==> src/rtl/alu_arbiter_if.sv <==
// Bundle of requester handshake, response, status and ALU-side signals for alu_arbiter.
// slave = arbiter view, master = requesters/ALU view.
interface alu_arbiter_if #(
  parameter int unsigned DATA_W = 32,
  parameter int unsigned CMD_W  = 4
);
  logic [1:0]        req_valid;
  logic [1:0]        req_ready;
  logic [DATA_W-1:0] req0_in1;
  logic [DATA_W-1:0] req0_in2;
  logic [DATA_W-1:0] req1_in1;
  logic [DATA_W-1:0] req1_in2;
  logic [CMD_W-1:0]  req0_cmd;
  logic [CMD_W-1:0]  req1_cmd;
  logic [1:0]        req_s;
  logic [1:0]        req_lock;

  logic [DATA_W-1:0] alu_in1;
  logic [DATA_W-1:0] alu_in2;
  logic [CMD_W-1:0]  alu_cmd;
  logic              alu_c;
  logic [DATA_W-1:0] alu_out;
  logic              alu_n;
  logic              alu_z;
  logic              alu_c_o;
  logic              alu_v;

  logic              rsp_valid;
  logic              rsp_id;
  logic [DATA_W-1:0] rsp_data;
  logic [3:0]        status;
  logic              locked;

  modport slave (
    input  req_valid, req0_in1, req0_in2, req1_in1, req1_in2,
           req0_cmd, req1_cmd, req_s, req_lock,
           alu_out, alu_n, alu_z, alu_c_o, alu_v,
    output req_ready, alu_in1, alu_in2, alu_cmd, alu_c,
           rsp_valid, rsp_id, rsp_data, status, locked
  );

  modport master (
    output req_valid, req0_in1, req0_in2, req1_in1, req1_in2,
           req0_cmd, req1_cmd, req_s, req_lock,
           alu_out, alu_n, alu_z, alu_c_o, alu_v,
    input  req_ready, alu_in1, alu_in2, alu_cmd, alu_c,
           rsp_valid, rsp_id, rsp_data, status, locked
  );
endinterface

==> src/rtl/alu_arbiter.sv <==
// Round-robin arbiter sharing one execute ALU between two requesters, with a
// lock for uninterrupted carry chains, a registered tagged result and the NZCV register.
module alu_arbiter #(
  parameter int unsigned DATA_W = 32,
  parameter int unsigned CMD_W  = 4
) (
  input logic         clk,
  input logic         rst,
  alu_arbiter_if.slave bus
);

  typedef enum logic {
    UNLOCKED = 1'b0,
    LOCKED   = 1'b1
  } state_t;

  state_t            state;
  state_t            state_next;
  logic              lock_owner;
  logic              last_grant;
  logic              grant;
  logic              grant_valid;
  logic              sel_s;
  logic              sel_lock;
  logic              rsp_valid_q;
  logic              rsp_id_q;
  logic [DATA_W-1:0] rsp_data_q;
  logic [3:0]        status_q;

  // Grant: a held lock excludes the other requester even while the owner idles.
  always_comb begin
    grant       = 1'b0;
    grant_valid = 1'b0;
    if (state == LOCKED) begin
      grant       = lock_owner;
      grant_valid = bus.req_valid[lock_owner];
    end else begin
      case (bus.req_valid)
        2'b01:   begin grant = 1'b0;        grant_valid = 1'b1; end
        2'b10:   begin grant = 1'b1;        grant_valid = 1'b1; end
        2'b11:   begin grant = ~last_grant; grant_valid = 1'b1; end
        default: begin grant = 1'b0;        grant_valid = 1'b0; end
      endcase
    end
  end

  always_comb begin
    bus.req_ready = '0;
    bus.alu_in1   = '0;
    bus.alu_in2   = '0;
    bus.alu_cmd   = '0;
    sel_s         = 1'b0;
    sel_lock      = 1'b0;
    if (grant_valid) begin
      bus.req_ready[grant] = 1'b1;
      sel_s                = bus.req_s[grant];
      sel_lock             = bus.req_lock[grant];
      if (grant) begin
        bus.alu_in1 = bus.req1_in1;
        bus.alu_in2 = bus.req1_in2;
        bus.alu_cmd = bus.req1_cmd;
      end else begin
        bus.alu_in1 = bus.req0_in1;
        bus.alu_in2 = bus.req0_in2;
        bus.alu_cmd = bus.req0_cmd;
      end
    end
  end

  always_comb begin
    state_next = state;
    if (grant_valid) begin
      case (state)
        UNLOCKED: if (sel_lock)  state_next = LOCKED;
        LOCKED:   if (!sel_lock) state_next = UNLOCKED;
        default:  state_next = UNLOCKED;
      endcase
    end
  end

  always_ff @(posedge clk or negedge rst) begin
    if (!rst) begin
      state      <= UNLOCKED;
      lock_owner <= 1'b0;
    end else begin
      state <= state_next;
      if (grant_valid && state == UNLOCKED && sel_lock)
        lock_owner <= grant;
    end
  end

  always_ff @(posedge clk or negedge rst) begin
    if (!rst) begin
      rsp_valid_q <= 1'b0;
      rsp_id_q    <= 1'b0;
      rsp_data_q  <= '0;
      status_q    <= '0;
      last_grant  <= 1'b1;
    end else begin
      rsp_valid_q <= grant_valid;
      if (grant_valid) begin
        rsp_id_q   <= grant;
        rsp_data_q <= bus.alu_out;
        last_grant <= grant;
        if (sel_s)
          status_q <= {bus.alu_n, bus.alu_z, bus.alu_c_o, bus.alu_v};
      end
    end
  end

  assign bus.alu_c     = status_q[1];
  assign bus.rsp_valid = rsp_valid_q;
  assign bus.rsp_id    = rsp_id_q;
  assign bus.rsp_data  = rsp_data_q;
  assign bus.status    = status_q;
  assign bus.locked    = (state == LOCKED);

endmodule

==> src/flat_wrapper.sv <==
// flat-port wrapper written by rule: the top's interface ports become plain ports
module alu_arbiter_flat 
#(
  parameter int unsigned DATA_W = 32,
  parameter int unsigned CMD_W  = 4
)
  (clk, rst, bus_req_valid, bus_req0_in1, bus_req0_in2, bus_req1_in1, bus_req1_in2, bus_req0_cmd, bus_req1_cmd, bus_req_s, bus_req_lock, bus_alu_out, bus_alu_n, bus_alu_z, bus_alu_c_o, bus_alu_v, bus_req_ready, bus_alu_in1, bus_alu_in2, bus_alu_cmd, bus_alu_c, bus_rsp_valid, bus_rsp_id, bus_rsp_data, bus_status, bus_locked);
  alu_arbiter_if #(.DATA_W(DATA_W), .CMD_W(CMD_W)) bus_i ();
  input logic clk;
  input logic rst;
  input wire logic [$bits(bus_i.req_valid)-1:0] bus_req_valid;
  input wire logic [$bits(bus_i.req0_in1)-1:0] bus_req0_in1;
  input wire logic [$bits(bus_i.req0_in2)-1:0] bus_req0_in2;
  input wire logic [$bits(bus_i.req1_in1)-1:0] bus_req1_in1;
  input wire logic [$bits(bus_i.req1_in2)-1:0] bus_req1_in2;
  input wire logic [$bits(bus_i.req0_cmd)-1:0] bus_req0_cmd;
  input wire logic [$bits(bus_i.req1_cmd)-1:0] bus_req1_cmd;
  input wire logic [$bits(bus_i.req_s)-1:0] bus_req_s;
  input wire logic [$bits(bus_i.req_lock)-1:0] bus_req_lock;
  input wire logic [$bits(bus_i.alu_out)-1:0] bus_alu_out;
  input wire logic [$bits(bus_i.alu_n)-1:0] bus_alu_n;
  input wire logic [$bits(bus_i.alu_z)-1:0] bus_alu_z;
  input wire logic [$bits(bus_i.alu_c_o)-1:0] bus_alu_c_o;
  input wire logic [$bits(bus_i.alu_v)-1:0] bus_alu_v;
  output wire logic [$bits(bus_i.req_ready)-1:0] bus_req_ready;
  output wire logic [$bits(bus_i.alu_in1)-1:0] bus_alu_in1;
  output wire logic [$bits(bus_i.alu_in2)-1:0] bus_alu_in2;
  output wire logic [$bits(bus_i.alu_cmd)-1:0] bus_alu_cmd;
  output wire logic [$bits(bus_i.alu_c)-1:0] bus_alu_c;
  output wire logic [$bits(bus_i.rsp_valid)-1:0] bus_rsp_valid;
  output wire logic [$bits(bus_i.rsp_id)-1:0] bus_rsp_id;
  output wire logic [$bits(bus_i.rsp_data)-1:0] bus_rsp_data;
  output wire logic [$bits(bus_i.status)-1:0] bus_status;
  output wire logic [$bits(bus_i.locked)-1:0] bus_locked;
  assign bus_i.req_valid = bus_req_valid;
  assign bus_i.req0_in1 = bus_req0_in1;
  assign bus_i.req0_in2 = bus_req0_in2;
  assign bus_i.req1_in1 = bus_req1_in1;
  assign bus_i.req1_in2 = bus_req1_in2;
  assign bus_i.req0_cmd = bus_req0_cmd;
  assign bus_i.req1_cmd = bus_req1_cmd;
  assign bus_i.req_s = bus_req_s;
  assign bus_i.req_lock = bus_req_lock;
  assign bus_i.alu_out = bus_alu_out;
  assign bus_i.alu_n = bus_alu_n;
  assign bus_i.alu_z = bus_alu_z;
  assign bus_i.alu_c_o = bus_alu_c_o;
  assign bus_i.alu_v = bus_alu_v;
  assign bus_req_ready = bus_i.req_ready;
  assign bus_alu_in1 = bus_i.alu_in1;
  assign bus_alu_in2 = bus_i.alu_in2;
  assign bus_alu_cmd = bus_i.alu_cmd;
  assign bus_alu_c = bus_i.alu_c;
  assign bus_rsp_valid = bus_i.rsp_valid;
  assign bus_rsp_id = bus_i.rsp_id;
  assign bus_rsp_data = bus_i.rsp_data;
  assign bus_status = bus_i.status;
  assign bus_locked = bus_i.locked;
  alu_arbiter #(.DATA_W(DATA_W), .CMD_W(CMD_W)) u_core (.clk(clk), .rst(rst), .bus(bus_i));
endmodule
==> config.mk <==
export PLATFORM = sky130hd
export DESIGN_NAME = alu_arbiter_flat
export DESIGN_NICKNAME = d
export VERILOG_FILES = /design/src/rtl/alu_arbiter_if.sv /design/src/rtl/alu_arbiter.sv /design/src/flat_wrapper.sv
export SDC_FILE = /design/constraint.sdc
export NUM_CORES = 1
export LEC_CHECK = 0
export BUFFER_PORTS_ARGS = -buffer_cell sky130_fd_sc_hd__buf_2
export CELL_PAD_IN_SITES_DETAIL_PLACEMENT = 1
export CELL_PAD_IN_SITES_GLOBAL_PLACEMENT = 1
export CORE_MARGIN = 1
export CORE_UTILIZATION = 19
export CTS_CLUSTER_SIZE = 25
export DETAILED_ROUTE_END_ITERATION = 8
export PLACE_DENSITY = 0.86
export SLEW_MARGIN = 0
export SYNTH_ARGS = -nofsm -noshare
export SYNTH_HDL_FRONTEND = slang
export SYNTH_SLANG_ARGS = --single-unit
==> constraint.sdc <==
create_clock -name clk -period 1.7 [get_ports clk]
set_clock_uncertainty 0.05 [all_clocks]
set_input_delay 0 -clock clk [delete_from_list [all_inputs] [get_ports clk]]
set_output_delay 0 -clock clk [all_outputs]
set_load 0.03 [all_outputs]
== Word-level counts from Yosys, hierarchy flattened ==
Index checks and enable logic that the tools add are counted.
Word-level totals
  flip-flop bits (word level): 41
  bits in latches: 0
  bits in writable memories: 0
  memory bits (read-only): 0
  bits of input ports: 180
  output and inout port bits: 110
  word-level logic and storage cells: 42
  memories kept: 0
Operators by class
  add/subtract/negate cells: 0
  multipliers: 0
  div/mod/pow operators: 0
  order comparisons: 3
  eq/ne operators: 3
  shift-type cells: 0
  multiplexer cells: 22
  bitwise operators: 2
  reductions and logical operators: 5
Operator list (number)
  2-to-1 mux 32 bit: 4
  2-to-1 mux 1 bit: 13
  2-to-1 mux 4 bit: 2
  equality test 2 bit (second input constant): 2
  < comparator 1 x 2 -> 1 bit (second input constant): 2
  logical AND 1 bit: 3
  OR reduction 3 bit: 1
  equality test 2 x 1 -> 1 bit (second input constant): 1
  2-to-1 mux 2 bit: 1
  inverter 1 bit: 2
  case mux 1 bit (2 select lines): 1
  AND reduction 2 bit: 1
  demux 1 bit (select 1 bit): 1
  greater-or-equal comparator 1 bit (second input constant): 1

== Logic depth before layout (Yosys ltp) ==
  depth after elaboration: 8
  mapped depth: 6
  gate-level depth less buffers: 4

== Worst setup path before layout ==
OpenSTA, ideal clock, no wires.
  path type: register to output
  start point: register u_core.state, in the netlist u_core.bus.locked
  end point: output bus_alu_cmd[0]
  data arrival time: 1.884 ns
  data required time: 1.650 ns
  path slack: -0.234 ns
  cell stages (with the launch flop): 6
  path buffers: 2
  path through: dfrtp_1 nand2b_1 o311a_1 buf_2 buf_1 a22o_1
Between the ends
  word-level cells in the longest chain between the ends: 3
  elaborated cells on any way between the ends: 4
  those cells by class: mux (4)
Ends and longest elaborated chain
  from (decl): RTL line alu_arbiter.sv:17  | state_t state;
  from (signal assigned): RTL line alu_arbiter.sv:86  | state <= state_next;
  2-to-1 mux 1 bit: RTL line alu_arbiter.sv:34  | if (state == LOCKED) begin
  2-to-1 mux 4 bit: RTL line alu_arbiter.sv:58  | if (grant) begin
  2-to-1 mux 4 bit *: RTL line alu_arbiter.sv:54  | if (grant_valid) begin
  to (decl): RTL line flat_wrapper.sv:28  | output wire logic [$bits(bus_i.alu_cmd)-1:0] bus_alu_cmd;
Every way passes the cells marked *; elsewhere a longest branch is shown, timed or not.

== Worst setup path after layout ==
  start point: register u_core.state, in the netlist u_core.bus.locked
  end point: output bus_alu_in1[8]
Between the ends
  word-level cells in the longest chain between the ends: 3
  elaborated cells on any way between the ends: 4
  those cells by class: mux (4)
Ends and longest elaborated chain
  2-to-1 mux 1 bit: RTL line alu_arbiter.sv:34
  2-to-1 mux 32 bit: RTL line alu_arbiter.sv:58
  2-to-1 mux 32 bit *: RTL line alu_arbiter.sv:54
  to (decl): RTL line flat_wrapper.sv:26  | output wire logic [$bits(bus_i.alu_in1)-1:0] bus_alu_in1;
Marked as above.

==> out/qor.json <==
{
  "run_status": "finished, violations left",
  "violations": "DRC, setup timing",
  "clk_latency_ns": 0.28,
  "routed_wirelength_microns": 14100,
  "synth_commonest_cells": "sky130_fd_sc_hd__a22o_1, sky130_fd_sc_hd__dfrtp_1, sky130_fd_sc_hd__mux2_2",
  "max_freq_mhz": 520,
  "clk_pin_slew_worst_paths_ns": 0.06,
  "detail_routed_net_length_per_standard_cell_microns": 21.3,
  "finish.cell_count_without_fillers": 663,
  "final-hold-violation-count": 0,
  "worst_ep_arrival_time_ns": 1.87,
  "cp_num_cells": 5,
  "cts_max_path_buffers": 2,
  "die_w_microns": 112,
  "synth-main-ff-cell": "sky130_fd_sc_hd__dfrtp_1",
  "syn_nets": 364,
  "route.detailed.drc": 20,
  "timing.hold.worst.class": "in -> reg",
  "hold-path-cell-count": 3,
  "grtUsageTotal_pct": 21.4,
  "cp.required_ns": 1.65,
  "crit_path_end_kind": "output pin",
  "grt_setup_unrepaired": "true",
  "io-pin-count": 290,
  "dp_cells": 602,
  "detail_route.first_pass.iterations": 8,
  "drt-vias-per-instance": 4.66,
  "hold_path.startpoint": "bus_req_valid[0]",
  "post_synth_main_area_contributors": "sky130_fd_sc_hd__dfrtp_1, sky130_fd_sc_hd__a22o_1, sky130_fd_sc_hd__mux2_2",
  "timing_startpoint_of_the_critical_path": "u_core.bus.locked$_DFFE_PN0P_",
  "cts_inserted_buffers": 5,
  "fin_ws_ns": -0.225,
  "h_tree_levels": 2,
  "numClockSinks": 41,
  "grt_antenna_before_repair": 6,
  "p_per_area_nw_per_um2": 1590,
  "hold_slack_ns": 0.0591,
  "kind_of_cell_with_the_highest_combined_delay_on_the_critical_path": "compound AO/OA/AOI/OAI gates",
  "pre_cts_ws_ns": -0.0118,
  "syn2layout_area_growth_pct": 123,
  "setup_viol": 74,
  "placement.io_buffers": 289,
  "standard_cell_rows": 39,
  "yosys.cell_types.count": 23,
  "core_area_sq_um": 11600,
  "detailed_place_hpwl_microns": 9680,
  "synth.ff_latch_count": 41,
  "via_count": 3087,
  "finalCritPeriodShare_pct": 113,
  "syn-cell-area_sq_um": 2280,
  "power.ir.vdd_worst_uv": 843,
  "grt_first_pass_wirelength_microns": 20000,
  "synthDominantAreaCellType": "sky130_fd_sc_hd__dfrtp_1",
  "synth_edf_count": 0,
  "synth_seq_area_share_pct": 45.0,
  "post_synth_inst_count": 184,
  "grt-ovfl-total": 0,
  "rr_startpoint": "u_core.bus.locked$_DFFE_PN0P_",
  "critical_path.max_fanout": 18,
  "clock-root-buffer": "sky130_fd_sc_hd__clkbuf_16",
  "tritoncts": "built",
  "worst_slew_margin_rel_pct": 65.0,
  "synth-async-reset-ratio_pct": 100,
  "drv_cap": 0,
  "finalCriticalPeriod_ns": 1.92,
  "synth.avg_cell_area_sq_um": 12.4,
  "power.leakage_nw": 2.62,
  "largest_net_degree_at_the_start_of_global_routing": 42,
  "critical-path-top-cell-by-count": "sky130_fd_sc_hd__buf_6",
  "area_of_the_die_sq_um": 12500,
  "post-synth-top-count-cell": "sky130_fd_sc_hd__a22o_1",
  "gp_congestion": 0.824,
  "max_slew.worst_pin.slew_ns": 0.525,
  "dieHeight_microns": 112,
  "worst-r2r-cell-count": 5,
  "yosys_warnings": 0,
  "slowest_cell_on_the_critical_path": "sky130_fd_sc_hd__dfrtp_2",
  "setup.worst_path.class": "reg -> out",
  "initial_cell_density_of_the_core_pct": 19.7,
  "setup.worst_path.start_class": "register",
  "finish.net_count": 695,
  "via_count_of_the_first_global_routing_pass": 3468,
  "first_iter_violations": 230,
  "finalMaxSlewViolations": 0,
  "drt.antenna.violating_nets": 0,
  "cp.buffers_inverters": 3,
  "cells_traversed_along_the_worst_timing_path": "buf_6 > o311a_4 > buf_16 > a22o_1 > buf_6",
  "largest_stage_delay_on_the_critical_path_ns": 0.45,
  "drive_above_1_share_pct": 69.3,
  "synthDominantCellAreaShare_pct": 43.8
}
[what timing repair did]
item                                    4_1_cts  5_1_grt
hold endpoints to repair                     78        0
buffers inserted                              5        1
hold buffers                                 39        0
pin swaps                                     2        2
cloned                                        3        2
resized for setup                           145        7
endpoints found under the setup margin       74       75
[worst reg2reg max path: stages (launching register included)]
cell and delay, ns:
sky130_fd_sc_hd__dfrtp_2 0.45, sky130_fd_sc_hd__buf_6 0.14, sky130_fd_sc_hd__o311a_4 0.44, sky130_fd_sc_hd__buf_6 0.15, sky130_fd_sc_hd__a22o_4 0.24, sky130_fd_sc_hd__mux2_4 0.31
[worst paths after layout]
| kind | endpoint | slack [ns] |
|---|---|---|
| max | bus_alu_in1[8] | -0.22 |
| min | u_core.lock_owner$_DFFE_PN0P_ | 0.06 |
| max reg2reg | u_core.bus.status[1]$_DFFE_PN0P_ | -0.19 |
| min reg2reg | u_core.bus.rsp_id$_DFFE_PN0P_ | 0.46 |
| max in group asynchronous | u_core.bus.locked$_DFFE_PN0P_ | 0.93 |
| min in group asynchronous | u_core.bus.rsp_data[23]$_DFFE_PN0P_ | 0.29 |
[layout make-up]
cell class,count,area [sq um]
diodes,5,12.5
clock buffers,6,139
clock inverters,1,7.51
fillers,1319,6470
inverters,6,22.5
multi-input cells,117,1160
flip-flops and latches,41,1030
well taps,143,179
repair buffers,344,2540
[sequential cells by signal, summed over array words and instances, names as in the netlist]
signal                count
u_core.bus.status         4
u_core.bus.locked         1
u_core.lock_owner         1
u_core.bus.rsp_valid      1
u_core.bus.rsp_id         1
u_core.bus.rsp_data      32
u_core.last_grant         1
[layer usage]
metal,routed length [microns],vias up,GRT usage (%)
li1,-,1391,-
met1,4760,1467,20.5
met2,7900,196,43.0
met3,935,33,4.25
met4,492,0,10.5
met5,0,-,0
[placed cells by master (no fill, tap or decap), types with 4 or more instances in the layout]
| master | count |
|---|---|
| sky130_fd_sc_hd__a22o_1 | 68 |
| sky130_fd_sc_hd__buf_12 | 4 |
| sky130_fd_sc_hd__buf_2 | 219 |
| sky130_fd_sc_hd__buf_6 | 74 |
| sky130_fd_sc_hd__clkbuf_16 | 7 |
| sky130_fd_sc_hd__dfrtp_1 | 39 |
| sky130_fd_sc_hd__diode_2 | 5 |
| sky130_fd_sc_hd__dlygate4sd3_1 | 39 |
| sky130_fd_sc_hd__inv_1 | 4 |
| sky130_fd_sc_hd__mux2_2 | 32 |
| sky130_fd_sc_hd__mux2_4 | 4 |
[logic make-up after synthesis]
group,synth area share [%]
compound gates,30.5
mux,18.4
buf+inv,5.42
simple gates,0.713
flops,45.0
[per-stage QoR]
step	setup TNS, ns	power (W)	util, %	cell area [sq um]
global placement	0	0.00580	33.8	3900
global route	-18.19	0.00842	44.0	5090
CTS	-14.40	0.00800	43.5	5030
floorplan	-0.0520	0.00456	-	2290
finish	-14.59	0.00811	44.0	5090
detailed placement	-0.0377	0.00591	33.8	3900
[report_power, final]
| part | leakage [nW] | internal, W | switching (W) |
|---|---|---|---|
| Clock | 0.0690 | 0.000575 | 0.000372 |
| Combinational | 2.08 | 0.00247 | 0.00317 |
| Sequential | 0.475 | 0.00131 | 0.000216 |
| Total | 2.62 | 0.00435 | 0.00376 |
Note: power is estimated with default switching activity, not from simulation.
